===== src/rtl/stream_sel_mux.sv =====
// stream_sel_mux: N:1 streaming multiplexer with valid/ready handshakes and
// packet-atomic channel switching. A channel is chosen either by a fixed
// select or by round-robin arbitration. It is then held until its beat
// marked last has been accepted. Accepted beats pass through one registered
// output stage.
//
// Ports
//   clk, rst_n      clock; asynchronous active-low reset
//   in_data         NUM_CH packed beats, channel i at [i*WIDTH +: WIDTH]
//   in_valid        per-channel beat valid
//   in_last         per-channel last-beat flag
//   in_ready        per-channel ready; at most one bit is high (granted channel)
//   sel, mode       fixed channel select / 0 = fixed, 1 = round-robin
//   enable          permits a new grant; only looked at while idle
//   out_data        registered beat data
//   out_valid       registered beat valid
//   out_last        registered last flag
//   out_ch          registered source channel
//   out_ready       downstream ready
//   sel_err         registered pulse for each idle cycle with an illegal fixed select
module stream_sel_mux #(
  parameter int WIDTH  = 8,
  parameter int NUM_CH = 8,
  parameter int SEL_W  = $clog2(NUM_CH)
) (
  input  logic                    clk,
  input  logic                    rst_n,
  input  logic [NUM_CH*WIDTH-1:0] in_data,
  input  logic [NUM_CH-1:0]       in_valid,
  input  logic [NUM_CH-1:0]       in_last,
  output logic [NUM_CH-1:0]       in_ready,
  input  logic [SEL_W-1:0]        sel,
  input  logic                    mode,
  input  logic                    enable,
  output logic [WIDTH-1:0]        out_data,
  output logic                    out_valid,
  output logic                    out_last,
  output logic [SEL_W-1:0]        out_ch,
  input  logic                    out_ready,
  output logic                    sel_err
);

  typedef enum logic {IDLE = 1'b0, LOCKED = 1'b1} state_t;

  localparam logic [SEL_W:0]   NUM_CH_W = (SEL_W+1)'(NUM_CH);
  localparam logic [SEL_W-1:0] LAST_CH  = SEL_W'(NUM_CH - 1);

  state_t           state_q, state_d;
  logic [SEL_W-1:0] grant_q, grant_d;
  logic [SEL_W-1:0] last_grant_q, last_grant_d;
  logic             sel_err_d;

  logic             sel_legal;
  logic             rr_found;
  logic [SEL_W-1:0] rr_idx;
  logic [WIDTH-1:0] grant_data;
  logic             grant_valid, grant_last;
  logic             pop_ok, accept;

  logic [WIDTH-1:0] data_p0;
  logic             vld_p0, last_p0;
  logic [SEL_W-1:0] ch_p0;

  assign sel_legal = ({1'b0, sel} < NUM_CH_W);

  // Granted-channel view of the input bus
  always_comb begin
    grant_data  = '0;
    grant_valid = 1'b0;
    grant_last  = 1'b0;
    for (int i = 0; i < NUM_CH; i++) begin
      if (grant_q == SEL_W'(i)) begin
        grant_data  = in_data[i*WIDTH +: WIDTH];
        grant_valid = in_valid[i];
        grant_last  = in_last[i];
      end
    end
  end

  // Round-robin search starts one past the previous winner and wraps at
  // NUM_CH, which need not be a power of two.
  always_comb begin
    int               cand;
    logic [SEL_W-1:0] cand_idx;
    rr_found = 1'b0;
    rr_idx   = '0;
    cand     = 0;
    cand_idx = '0;
    for (int k = 1; k <= NUM_CH; k++) begin
      cand = int'(last_grant_q) + k;
      if (cand >= NUM_CH) cand = cand - NUM_CH;
      cand_idx = SEL_W'(cand);
      if (!rr_found && in_valid[cand_idx]) begin
        rr_found = 1'b1;
        rr_idx   = cand_idx;
      end
    end
  end

  // The output register can take a beat when it is empty or is being drained.
  assign pop_ok = !vld_p0 || out_ready;
  assign accept = (state_q == LOCKED) && grant_valid && pop_ok;

  always_comb begin
    in_ready = '0;
    if (state_q == LOCKED) begin
      for (int i = 0; i < NUM_CH; i++) begin
        if (grant_q == SEL_W'(i)) in_ready[i] = pop_ok;
      end
    end
  end

  always_comb begin
    state_d      = state_q;
    grant_d      = grant_q;
    last_grant_d = last_grant_q;
    sel_err_d    = 1'b0;
    case (state_q)
      IDLE: begin
        if (enable) begin
          if (!mode) begin
            if (sel_legal) begin
              grant_d = sel;
              state_d = LOCKED;
            end else begin
              sel_err_d = 1'b1;
            end
          end else if (rr_found) begin
            grant_d      = rr_idx;
            last_grant_d = rr_idx;
            state_d      = LOCKED;
          end
        end
      end
      LOCKED: begin
        if (accept && grant_last) state_d = IDLE;
      end
      default: state_d = IDLE;
    endcase
  end

  always_ff @(posedge clk or negedge rst_n) begin
    if (!rst_n) begin
      state_q      <= IDLE;
      grant_q      <= '0;
      last_grant_q <= LAST_CH;
      sel_err      <= 1'b0;
    end else begin
      state_q      <= state_d;
      grant_q      <= grant_d;
      last_grant_q <= last_grant_d;
      sel_err      <= sel_err_d;
    end
  end

  // ---- stage p0: registered output beat ----
  always_ff @(posedge clk or negedge rst_n) begin
    if (!rst_n) begin
      data_p0 <= '0;
      last_p0 <= 1'b0;
      ch_p0   <= '0;
      vld_p0  <= 1'b0;
    end else if (accept) begin
      data_p0 <= grant_data;
      last_p0 <= grant_last;
      ch_p0   <= grant_q;
      vld_p0  <= 1'b1;
    end else if (out_ready) begin
      vld_p0  <= 1'b0;
    end
  end

  assign out_data  = data_p0;
  assign out_last  = last_p0;
  assign out_ch    = ch_p0;
  assign out_valid = vld_p0;

endmodule


===== config.mk =====
export PLATFORM = sky130hd
export DESIGN_NAME = stream_sel_mux
export DESIGN_NICKNAME = d
export VERILOG_FILES = /design/src/rtl/stream_sel_mux.sv
export SDC_FILE = /design/constraint.sdc
export NUM_CORES = 1
export LEC_CHECK = 0
export CORE_MARGIN = 8
export CORE_UTILIZATION = 40
export CTS_CLUSTER_DIAMETER = 60
export CTS_CLUSTER_SIZE = 16
export DETAILED_ROUTE_END_ITERATION = 10
export GPL_TIMING_DRIVEN = 1
export PLACE_DENSITY = 0.84
export SYNTH_ARGS = -nofsm -noshare
export SYNTH_HDL_FRONTEND = slang
export SYNTH_SLANG_ARGS = --single-unit

===== constraint.sdc =====
create_clock -name clk -period 3.1 [get_ports clk]
set_clock_uncertainty 0.2 [all_clocks]
set_input_delay 0.93 -clock clk [delete_from_list [all_inputs] [get_ports clk]]
set_output_delay 0.93 -clock clk [all_outputs]
set_load 0.01 [all_outputs]

# == Yosys cells after proc, flatten, opt, wreduce, memory -nomap -nowiden ==
# Index checks and enable logic that the tools add are counted.
# classes
add_sub_neg,16
magnitude_cmp,16
eq_ne,8
muxes,82
n_bitwise,1
reduce_logical,23
# op_table
operator,n
two-way mux 8 bit,9
two-way mux 3 bit,18
two-way mux 1 bit,46
less-than comparator 3 x 4 -> 1 bit (second input constant),8
greater-or-equal comparator 4 bit (second input constant),7
binary-select mux 1 bit (select 3 bit),8
subtractor 3 x 1 -> 3 bit (second input constant),8
adder 3 x 3 -> 4 bit (second input constant),4
== test 3 bit (second input constant),4
logical AND 1 bit,10
adder 3 x 2 -> 4 bit (second input constant),2
logical NOT 1 bit,8
== test 3 x 2 -> 1 bit (second input constant),2
adder 3 x 4 -> 5 bit (second input constant),1
greater-or-equal comparator 5 x 4 -> 1 bit (second input constant),1
adder 3 x 1 -> 4 bit (second input constant),1
AND reduction 4 bit,1
== test 3 x 1 -> 1 bit (second input constant),1
logical NOT 3 bit,1
AND reduction 3 bit,1
inequality test 2 x 1 -> 1 bit (second input constant),1
case mux 1 bit (2 select lines),1
nonzero test 2 bit,1
logical OR 1 bit,1
NOT 1 bit,1
# word_totals
reg_bits,20
out_inout_bits,22

# == Depth between registers and ports, before layout ==
# Gate-level depths: netlist (run 1).
# logic_depth
depth_word,31
mapped_depth,14

# == Worst setup path before layout (run 1) ==
# OpenSTA, ideal clock, no wires.
# synth_timing
path_kind,reg-to-reg
startpoint,register last_grant_q[1]
endpoint,register last_grant_q[0]
setup_ns,0.085
t_arrival_ns,2.970
t_required_ns,2.815
path_slack_ns,-0.154
path_stages_with_launch,15
period_less_slack_ns,3.254
cell_sequence,dfstp_2 -> buf_6 -> buf_8 -> inv_1 -> ha_1 -> clkbuf_8 -> buf_4 -> mux2i_1 -> a21oi_1 -> o22ai_4 -> nand3_4 -> nor3_4 -> a31oi_4 -> nand2_2 -> mux2_1
# synth_between
elab_chain_len,28
word_cells_on_any_way,79
cone_classes,add/sub (16); order compare (8); mux (40); reduce/logical (15)
# synth_lines
item,line_no,source
from (decl),50,"logic [SEL_W-1:0] last_grant_q, last_grant_d;"
from (signal assigned),151,last_grant_q <= last_grant_d;
adder 3 x 1 -> 4 bit,90,cand = int'(last_grant_q) + k;
greater-or-equal comparator 4 bit / subtractor 3 x 1 -> 3 bit (equally long branches),91,if (cand >= NUM_CH) cand = cand - NUM_CH;
two-way mux 3 bit,91,
binary-select mux 1 bit (select 3 bit),93,if (!rr_found && in_valid[cand_idx]) begin
two-way mux 1 bit (implied by the code),93,
two-way mux 1 bit,93,
logical NOT 1 bit,93,
logical AND 1 bit,93,
[12 not listed],-,
two-way mux 1 bit,93,
logical NOT 1 bit,93,
logical AND 1 bit,93,
two-way mux 1 bit,93,
logical NOT 1 bit,93,
logical AND 1 bit,93,
two-way mux 1 bit,93,
AND reduction 4 bit (no source line),-,
# Several ways; a longest one is shown, not always the timed one. The select of a mux whose other input is x is not followed.
# A chain may end at the register's enable or synchronous reset.

# == Final worst setup path (run 1) ==
# layout_timing
startpoint,input port in_valid[7]
endpoint,register last_grant_q[0]
# layout_between
elab_chain_len,25
word_cells_on_any_way,47
cone_classes,mux (32); reduce/logical (15)
# layout_lines
item,line_no,source
from (decl),29,"input logic [NUM_CH-1:0] in_valid,"
binary-select mux 1 bit (select 3 bit),93,
two-way mux 1 bit (implied by the code),93,
two-way mux 1 bit,93,
logical NOT 1 bit,93,
logical AND 1 bit,93,
two-way mux 1 bit,93,
logical NOT 1 bit,93,
logical AND 1 bit,93,
[9 not listed],-,
two-way mux 1 bit,93,
logical NOT 1 bit,93,
logical AND 1 bit,93,
two-way mux 1 bit,93,
logical NOT 1 bit,93,
logical AND 1 bit,93,
two-way mux 1 bit,93,
AND reduction 4 bit (no source line),-,
# Several ways; a longest one is shown, not always the timed one. The select of a mux whose other input is x is not followed.

==> results.txt, run 1 <==
Outcome -> completed
Final hold viol count -> 0
Finished Layout Cells -> 537
Arrival @ worst endpoint -> 3.09 ns
R2R setup slack -> 0.01 ns
Fill count -> 456
Max-cap violations -> 0
Crit path from -> in_valid[7]
Relative slew slack -> 0.557
Grt ovf -> 0
Final Net Count -> 551
CP Launch Type -> input port
CTS buffer count -> 3
Vias in the first global route -> 3,443
Die height -> 97.6 um
Pre-Repair DR Iteration Count -> 5
Core Region -> 6390 um^2
Post-synth EDFFs -> 0
Initial DRC count -> 248
Final Cycle Share -> 0.999
Placed cell count -> 519
RePlAce Congestion -> 0.890
H-tree levels -> 1
Tmin final -> 3.10 ns
PortBufs -> 108
Top Ports -> 110
GRT Util Overall -> 0.219
Routed len/inst -> 20.0 um
Worst-path clk slew -> 0.08 ns
Worst hold path startpoint -> out_data[6]
Mapped Cells -> 305
Peak Freq -> 323 MHz
First-pass GRT wire length -> 17,400 um
Layout cells sized above 1 -> 0.330
Syn_area_per_cell -> 8.74 um^2
Detailed Route WL -> 10,700 um
Antenna viol nets, final -> 0
Slowest-stage cell, CP -> mux4_2
Synth cell types -> 76
Number of remaining DRC errors -> 0
DP Area -> 4120 um^2
Design area -> 4450 um^2
Hold path cells -> 2
Capture point of the worst reg-to-reg path -> last_grant_q[0]
FF-to-FF Start -> last_grant_q[1]
Routed vias -> 3,239
CTS tree -> done
Critical path type -> input port to register
Top FF cell, synth -> dfrtp_1
DP Worst Slack -> -0.484 ns
Initial antenna violation count -> 0
Post-synthesis instance area -> 2670 um^2
FF-to-FF path depth -> 12
Worst-path fanout max -> 5
Top Family by Delay on Critical Path -> multiplexers
FF+latch count, synth -> 20
Root Driver -> clkbuf_8
Final setup violating endpoints -> 0
Area Overhead vs Synth -> 67.0%
RSZ-0062 raised after global routing -> yes
Clock Latency Late Sink -> 0.26 ns
Synthesis Warnings -> 0
Sink Count -> 20
Ys async rst share -> 1.00
# rows -> 29
Clock buffer depth -> 2
Total nets after synthesis -> 395
Diode count -> 0
Final WS setup -> 0.00284 ns
Vias per Instance -> 6.03
Worst-path cell chain -> dlygate4sd2_1 > mux4_2 > mux2i_4 > buf_4 > nand2_4 > nor3_4 > a31oi_4 > nand2_2 > mux2_4
Total power -> 0.00527 W
Hold Crit Endpoint -> out_data[6]
VDD IR max -> 1.20 mV
Min-delay worst type -> register to register
CP endpoint kind -> register
Pleak -> 1.79 nW
Full die area -> 9530 um^2
Max-slew violations -> 0
Worst path max stage delay -> 0.54 ns
Starting density of the core -> 0.417
Buf+Inv Stages, Crit Path -> 2
Die Wd -> 97.6 um
Largest net degree at the start of global routing -> 29
CP required -> 3.09 ns
PD cells -> 1180 nW/um^2
Slew at the pin closest to its max-slew limit -> 0.663 ns
Number of hold buffers added after CTS -> 0
Sequential area share after synthesis -> 0.189
DP HPWL -> 8200 um
[tightest hold or removal path, stage by stage (launching register included)]
cell and delay [ns]:
dfrtp_1 0.35, nand2_1 0.05, o21ai_0 0.06
[layout make-up]
type,count,area [um^2],area share
Multi-Input combinational cell,254,2160,0.485
Timing Repair Buffer,175,1610,0.361
Sequential cell,20,504,0.113
Tap cell,77,96.3,0.0216
Clock buffer,4,55.1,0.0124
Inverter,7,31.3,0.00703
[Yosys cell counts (3+ instances only)]
cell,count,share of area
nand2_1,35,0.049
mux2i_1,27,0.10
nor2_1,23,0.032
o21ai_0,22,0.041
dfrtp_1,17,0.16
mux2_2,15,0.063
nand3_1,11,0.021
o22ai_1,11,0.026
a31oi_1,10,0.023
a221oi_1,9,0.030
clkbuf_1,9,0.013
a21oi_1,8,0.015
a22oi_1,8,0.023
mux4_2,8,0.068
inv_1,6,0.0085
buf_6,5,0.021
buf_1,4,0.0056
nor3_1,4,0.0075
and3_1,3,0.0070
dfstp_2,3,0.030
[through the flow]
stage,TNS (ns),utilization,hold slack [ns]
2_1_floorplan,-0.0236,-,0.315
3_3_place_gp,-8.81,0.645,0.262
3_5_place_dp,-9.87,0.645,0.266
4_1_cts,0,0.666,0.281
5_1_grt,-0.381,0.697,0.316
6_report,0,0.697,0.293
[what timing repair did]
item | CTS | global route
setup endpoints to repair | 25 | 7
setup buffers | 4 | 10
resized for setup | 44 | 28
pin swaps | 7 | 13
gates cloned | 0 | 0
[worst max path at each step]
| stage | endpoint | cells after the start |
|---|---|---|
| 6_report | last_grant_q[0] | 9 |
| 3_5_place_dp | in_ready[4] | 5 |
| 5_1_grt | last_grant_q[0] | 9 |
| 4_1_cts | grant_q[1] | 12 |
| 3_3_place_gp | in_ready[4] | 5 |
| 2_1_floorplan | last_grant_q[0] | 14 |
[report_power, final]
group | internal, W | switching (W) | total, W | leakage [nW]
clock network | 0.000113 | 0.0000912 | 0.000204 | 0.0288
logic | 0.00226 | 0.00222 | 0.00447 | 1.53
registers | 0.000410 | 0.000182 | 0.000593 | 0.234
[logic make-up (layout without fill, tap and decap cells)]
family	Yosys count	after routing	synth area share
fa+ha+maj	2	2	0.00939
xor+xnor	4	4	0.0258
flops	20	20	0.189
simple gates	95	95	0.178
other cells	1	1	0.00141
compound gates	99	99	0.272
mux	53	53	0.254
buf+inv	31	186	0.0695
[routing by layer]
metal	routed length, um	GRT usage
met1	4100	0.244
met2	5430	0.396
met3	820	0.0477
met4	394	0.0758
met5	0	0
[flip-flops by register name, indices dropped and copies added, names as in the netlist]
| signal | flops |
|---|---|
| out_last | 1 |
| state_q | 1 |
| last_grant_q | 3 |
| out_data | 8 |
| out_valid | 1 |
| grant_q | 3 |
| out_ch | 3 |
[placed cells by master (no fill, tap or decap), drive strengths merged, types with 3 or more instances in the layout]
master / instances
nor2: 23
nand2: 37
a311oi: 3
clkdlybuf4s50: 91
and3: 3
clkbuf: 4
o22ai: 12
a31oi: 11
a211oi: 3
inv: 6
a21oi: 8
o21ai: 24
a22oi: 8
a221oi: 9
clkdlybuf4s15: 6
mux2: 16
nor3: 5
buf: 69
dlygate4sd2: 9
mux2i: 28
dfrtp: 17
dfstp: 3
nand3: 12
mux4: 9
(Power assumes the default switching activity.)
==> inputs of run 2 (changes only) <==
CORE_UTILIZATION = 44   (was 40)
MAX_ROUTING_LAYER = met4   (was unset)
PLACE_DENSITY = 0.88   (was 0.84)
clock period = 3.4 ns   (was 3.1 ns; I/O delays follow)
==> run 2 against run 1 <==
  * Final cell count is 3.4% lower
  * Combinational power is 23% lower
  * Clock power is 9.8% lower
  * Sequential power is 12% lower
  * Design area is 5.6% lower
  * Clock-buffer cell count stayed put
  * Power is 21% lower
  * Highest routed layer unchanged
==> results.txt, run 2 (synthesized netlist as in run 1, its figures left out) <==
Commonest non-fill, non-tap cell in the layout -> clkdlybuf4s50_1
Flip-flop count of the largest register after layout -> 8
Die Wd -> 93.8 um
Routed len/inst -> 19.1 um
Diode count -> 0
Vias in the first global route -> 3,333
Relative slew slack -> 0.619
Most frequent cells in the layout -> clkdlybuf4s50_1, buf_4, nand2_1, nor2_1, o21ai_0
Number of remaining DRC errors -> 0
Critical path type -> input port to register
CTS buffer count -> 3
Routed vias -> 3,137
Clock Latency Late Sink -> 0.26 ns
PD cells -> 992 nW/um^2
# rows -> 28
Starting density of the core -> 0.453
Pleak -> 1.76 nW
GRT Util Overall -> 0.224
Slew at the pin closest to its max-slew limit -> 0.570 ns
CP endpoint kind -> register
Area Overhead vs Synth -> 57.7%
RePlAce Congestion -> 0.908
Initial antenna violation count -> 0
Top Ports -> 110
Outcome -> completed
Core Region -> 5890 um^2
Vias per Instance -> 6.04
Min-delay worst type -> register to register
Grt ovf -> 0
Tmin final -> 3.32 ns
Total power -> 0.00417 W
RSZ-0062 raised after global routing -> yes
H-tree levels -> 1
DP HPWL -> 7900 um
Initial DRC count -> 243
Final setup violating endpoints -> 0
Sink Count -> 20
CP required -> 3.33 ns
Full die area -> 8800 um^2
DP Area -> 4060 um^2
CP Launch Type -> input port
Die height -> 93.8 um
Final Net Count -> 535
Pre-Repair DR Iteration Count -> 5
Clock buffer depth -> 2
Max-cap violations -> 0
Max-slew violations -> 0
Largest net degree at the start of global routing -> 31
Antenna viol nets, final -> 0
Design area -> 4200 um^2
CTS tree -> done
Final Cycle Share -> 0.976
PortBufs -> 108
Root Driver -> clkbuf_8
Worst-path fanout max -> 5
Detailed Route WL -> 9920 um
Worst-path clk slew -> 0.08 ns
Layout cells sized above 1 -> 0.273
First-pass GRT wire length -> 15,600 um
VDD IR max -> 0.744 mV
Peak Freq -> 301 MHz
Final hold viol count -> 0
Arrival @ worst endpoint -> 3.25 ns
## run 2: cell types whose count changed in the layout (fill, tap and decap cells not counted), sizes merged
cell,before,now
buf,69,53
clkdlybuf4s15,6,1
clkdlybuf4s50,91,92
clkinv,1,0
dlygate4sd2,9,5
dlymetal6s2s,0,8
inv,6,7
## run 2: power by group
| part | internal (W) | switching, W |
|---|---|---|
| sequential | 0.000374 | 0.000148 |
| clock | 0.000103 | 0.0000807 |
| combinational | 0.00167 | 0.00179 |
| total | 0.00214 | 0.00202 |
## run 2: layer usage
layer	GRT usage	share of wire	vias to the layer above
li1	-	-	1450
met1	0.249	0.39	1483
met2	0.369	0.49	160
met3	0.0456	0.065	44
met4	0.122	0.056	0
met5	-	0	-
## run 2: final cells by class
type	count	area (um^2)
Clock buffer	4	55.1
Fill cell	410	1680
Inverter	7	26.3
Multi-Input combinational cell	254	2050
Sequential cell	20	504
Tap cell	75	93.8
Timing Repair Buffer	159	1470
## run 2: timing repair
action,CTS,global route
pin swaps,0,6
resized for setup,17,23
hold buffers,0,0
setup buffers,1,0
setup endpoints to repair,8,13
## run 2: critical path, cell delays in order
cell and delay [ns]:
clkdlybuf4s50_1 0.51, buf_4 0.14, mux2i_2 0.07, mux4_2 0.56, and3_1 0.21, a311oi_2 0.27, a31oi_2 0.14, a211oi_2 0.21
o22ai_1 0.11
## run 2: metrics by stage
step                worst slack [ns]  utilization  instances  hold WS, ns  setup TNS, ns
floorplan                      0.146            -        305        0.315              0
global placement              -0.289        0.689        514        0.262          -3.14
detailed placement            -0.327        0.689        514        0.274          -3.92
CTS                          0.00761        0.699        519        0.291              0
global route                 -0.0273        0.714        519        0.316        -0.0380
finish                        0.0812        0.714        519        0.288              0
## run 2: path summary, 6_finish.rpt
kind,start,endpoint,slack (ns),depth (start not counted)
max,in_valid[5],grant_q[1],0.08,9
min,out_data[5],out_data[5],0.29,2
max reg2reg,last_grant_q[0],grant_q[1],0.17,10
min reg2reg,out_data[5],out_data[5],0.29,2
max in group asynchronous,rst_n,last_grant_q[1],1.84,2
min in group asynchronous,rst_n,out_ch[0],0.89,2
==> inputs of run 3 (changes only) <==
SKIP_LAST_GASP = 1   (was unset)
==> run 3 against run 2 <==
  * Worst hold slack hardly changed
  * Power grew 0.95%
  * Sequential share of layout area about the same
  * Die area stayed put
  * Combinational power rose by 1%
  * Clock-buffer cell count did not move
  * First-iteration DRC count increased by 1.6%
==> results.txt, run 3 (synthesized netlist as in run 1, its figures left out) <==
Worst hold slack -> 0.288 ns
Worst-path cell chain -> clkdlybuf4s50_1 > nand2b_4 > nand3b_1 > buf_4 > nor3_2 > buf_2
Starting density of the core -> 0.453
Slew at the pin closest to its max-slew limit -> 0.581 ns
Part of the power in registers -> 0.125
CTS tree -> done
Pleak -> 1.76 nW
Root Driver -> clkbuf_8
Critical path type -> input port to output port
Clock Latency Late Sink -> 0.26 ns
Max-slew violations -> 0
Number of hold buffers added after CTS -> 0
H-tree levels -> 1
Die height -> 93.8 um
Pint -> 0.00217 W
Antenna viol nets, final -> 0
Clock buffer depth -> 2
Pre-Repair DR Iteration Count -> 4
Die Wd -> 93.8 um
RSZ-0062 raised after global routing -> yes
Net Sw Power -> 0.00204 W
Max-cap violations -> 0
Sink Count -> 20
CP Launch Type -> input port
Outcome -> completed
CP required -> 2.18 ns
Clock power frac -> 0.044
Total power -> 0.00421 W
First-pass GRT wire length -> 15,700 um
Core Region -> 5890 um^2
Vias in the first global route -> 3,335
Area Overhead vs Synth -> 57.9%
Initial DRC count -> 247
Worst path max stage delay -> 0.45 ns
Number of remaining DRC errors -> 0
PortBufs -> 108
Most frequent cells in the layout -> clkdlybuf4s50_1, buf_4, nand2_1, nor2_1, o21ai_0
Final Cycle Share -> 0.991
Top Ports -> 110
# rows -> 28
Diode count -> 0
Routed vias -> 3,164
Commonest non-fill, non-tap cell in the layout -> clkdlybuf4s50_1
Vias per Instance -> 6.08
Routed len/inst -> 19.1 um
Comb power frac -> 0.832
Tmin final -> 3.37 ns
Final Net Count -> 536
RePlAce Congestion -> 0.908
Final hold viol count -> 0
PD cells -> 1000 nW/um^2
Worst-path fanout max -> 3
Relative slew slack -> 0.612
Net Sw Frac -> 0.484
GRT Util Overall -> 0.224
Initial antenna violation count -> 0
DP Worst Slack -> -0.327 ns
Arrival @ worst endpoint -> 2.15 ns
Detailed Route WL -> 9950 um
Full die area -> 8800 um^2
Slowest-stage cell, CP -> clkdlybuf4s50_1
Min-delay worst type -> register to register
Worst-path clk slew -> 0.07 ns
Final WS setup -> 0.0317 ns
CP endpoint kind -> output port
Layout cells sized above 1 -> 0.274
Fill count -> 409
VDD IR max -> 0.743 mV
Flip-flop count of the largest register after layout -> 8
Final setup violating endpoints -> 0
CTS buffer count -> 3
Buf+Inv Stages, Crit Path -> 3
DP HPWL -> 7900 um
Peak Freq -> 297 MHz
Top Family by Delay on Critical Path -> buffers and inverters
Largest net degree at the start of global routing -> 31
Grt ovf -> 0
-- run 3: cell count changes in the layout (fill, tap and decap cells not counted), sizes merged --
cell           previous run  this run
buf                      53        54
clkdlybuf4s15             1         2
clkdlybuf4s50            92        93
dlygate4sd2               5         4
dlymetal6s2s              8         7
-- run 3: timing repair --
item / CTS / global route
resized for setup: 14 / 27
setup endpoints to repair: 8 / 13
pin swaps: 0 / 6
buffers inserted: 1 / 1
-- run 3: path summary, 6_finish.rpt --
check | from | slack (ns) | end | cells past startpoint
max in group asynchronous | rst_n | 1.84 | last_grant_q[1] | 2
worst max register to register | last_grant_q[0] | 0.16 | grant_q[1] | 10
worst min-delay path | out_last | 0.29 | out_last | 2
worst max-delay path | out_ready | 0.03 | in_ready[0] | 6
min in group asynchronous | rst_n | 0.90 | out_data[4] | 2
worst min register to register | out_last | 0.29 | out_last | 2
-- run 3: final cells by class --
class | instances | area (um^2) | area share
clock buffer | 4 | 55.1 | 0.0131
inverter | 7 | 26.3 | 0.00624
multi-input combinational | 254 | 2050 | 0.488
sequential | 20 | 504 | 0.120
tap | 75 | 93.8 | 0.0223
timing repair buffer | 160 | 1480 | 0.351
-- run 3: power by group through the flow --
stage / clock network [W] / logic, W / registers [W]
2_1_floorplan: 0 / 0.00227 / 0.000471
3_3_place_gp: 0 / 0.00322 / 0.000504
3_5_place_dp: 0 / 0.00332 / 0.000515
4_1_cts: 0.000185 / 0.00333 / 0.000513
5_1_grt: 0.000195 / 0.00376 / 0.000541
6_report: 0.000184 / 0.00350 / 0.000524
-- run 3: worst min-delay path, delay by kind of cell, from the launching register on --
family,cells,cell delay [ns]
simple gates,2,0.10
flops,1,0.35
-- run 3: metal layers --
layer / vias up / GRT usage / part of all wire
li1: 1449 / - / -
met1: 1505 / 0.248 / 0.40
met2: 162 / 0.372 / 0.49
met3: 48 / 0.0472 / 0.059
met4: 0 / 0.118 / 0.056
met5: - / - / 0
-- run 3: per-stage QoR --
step	TNS [ns]	util	cell area, um^2	cells
after floorplan	0	-	2670	305
after global placement	-3.14	0.689	4060	514
after detailed placement	-3.92	0.689	4060	514
after CTS	-0.128	0.699	4120	519
after global routing	-0.0725	0.715	4210	520
final	0	0.715	4210	520
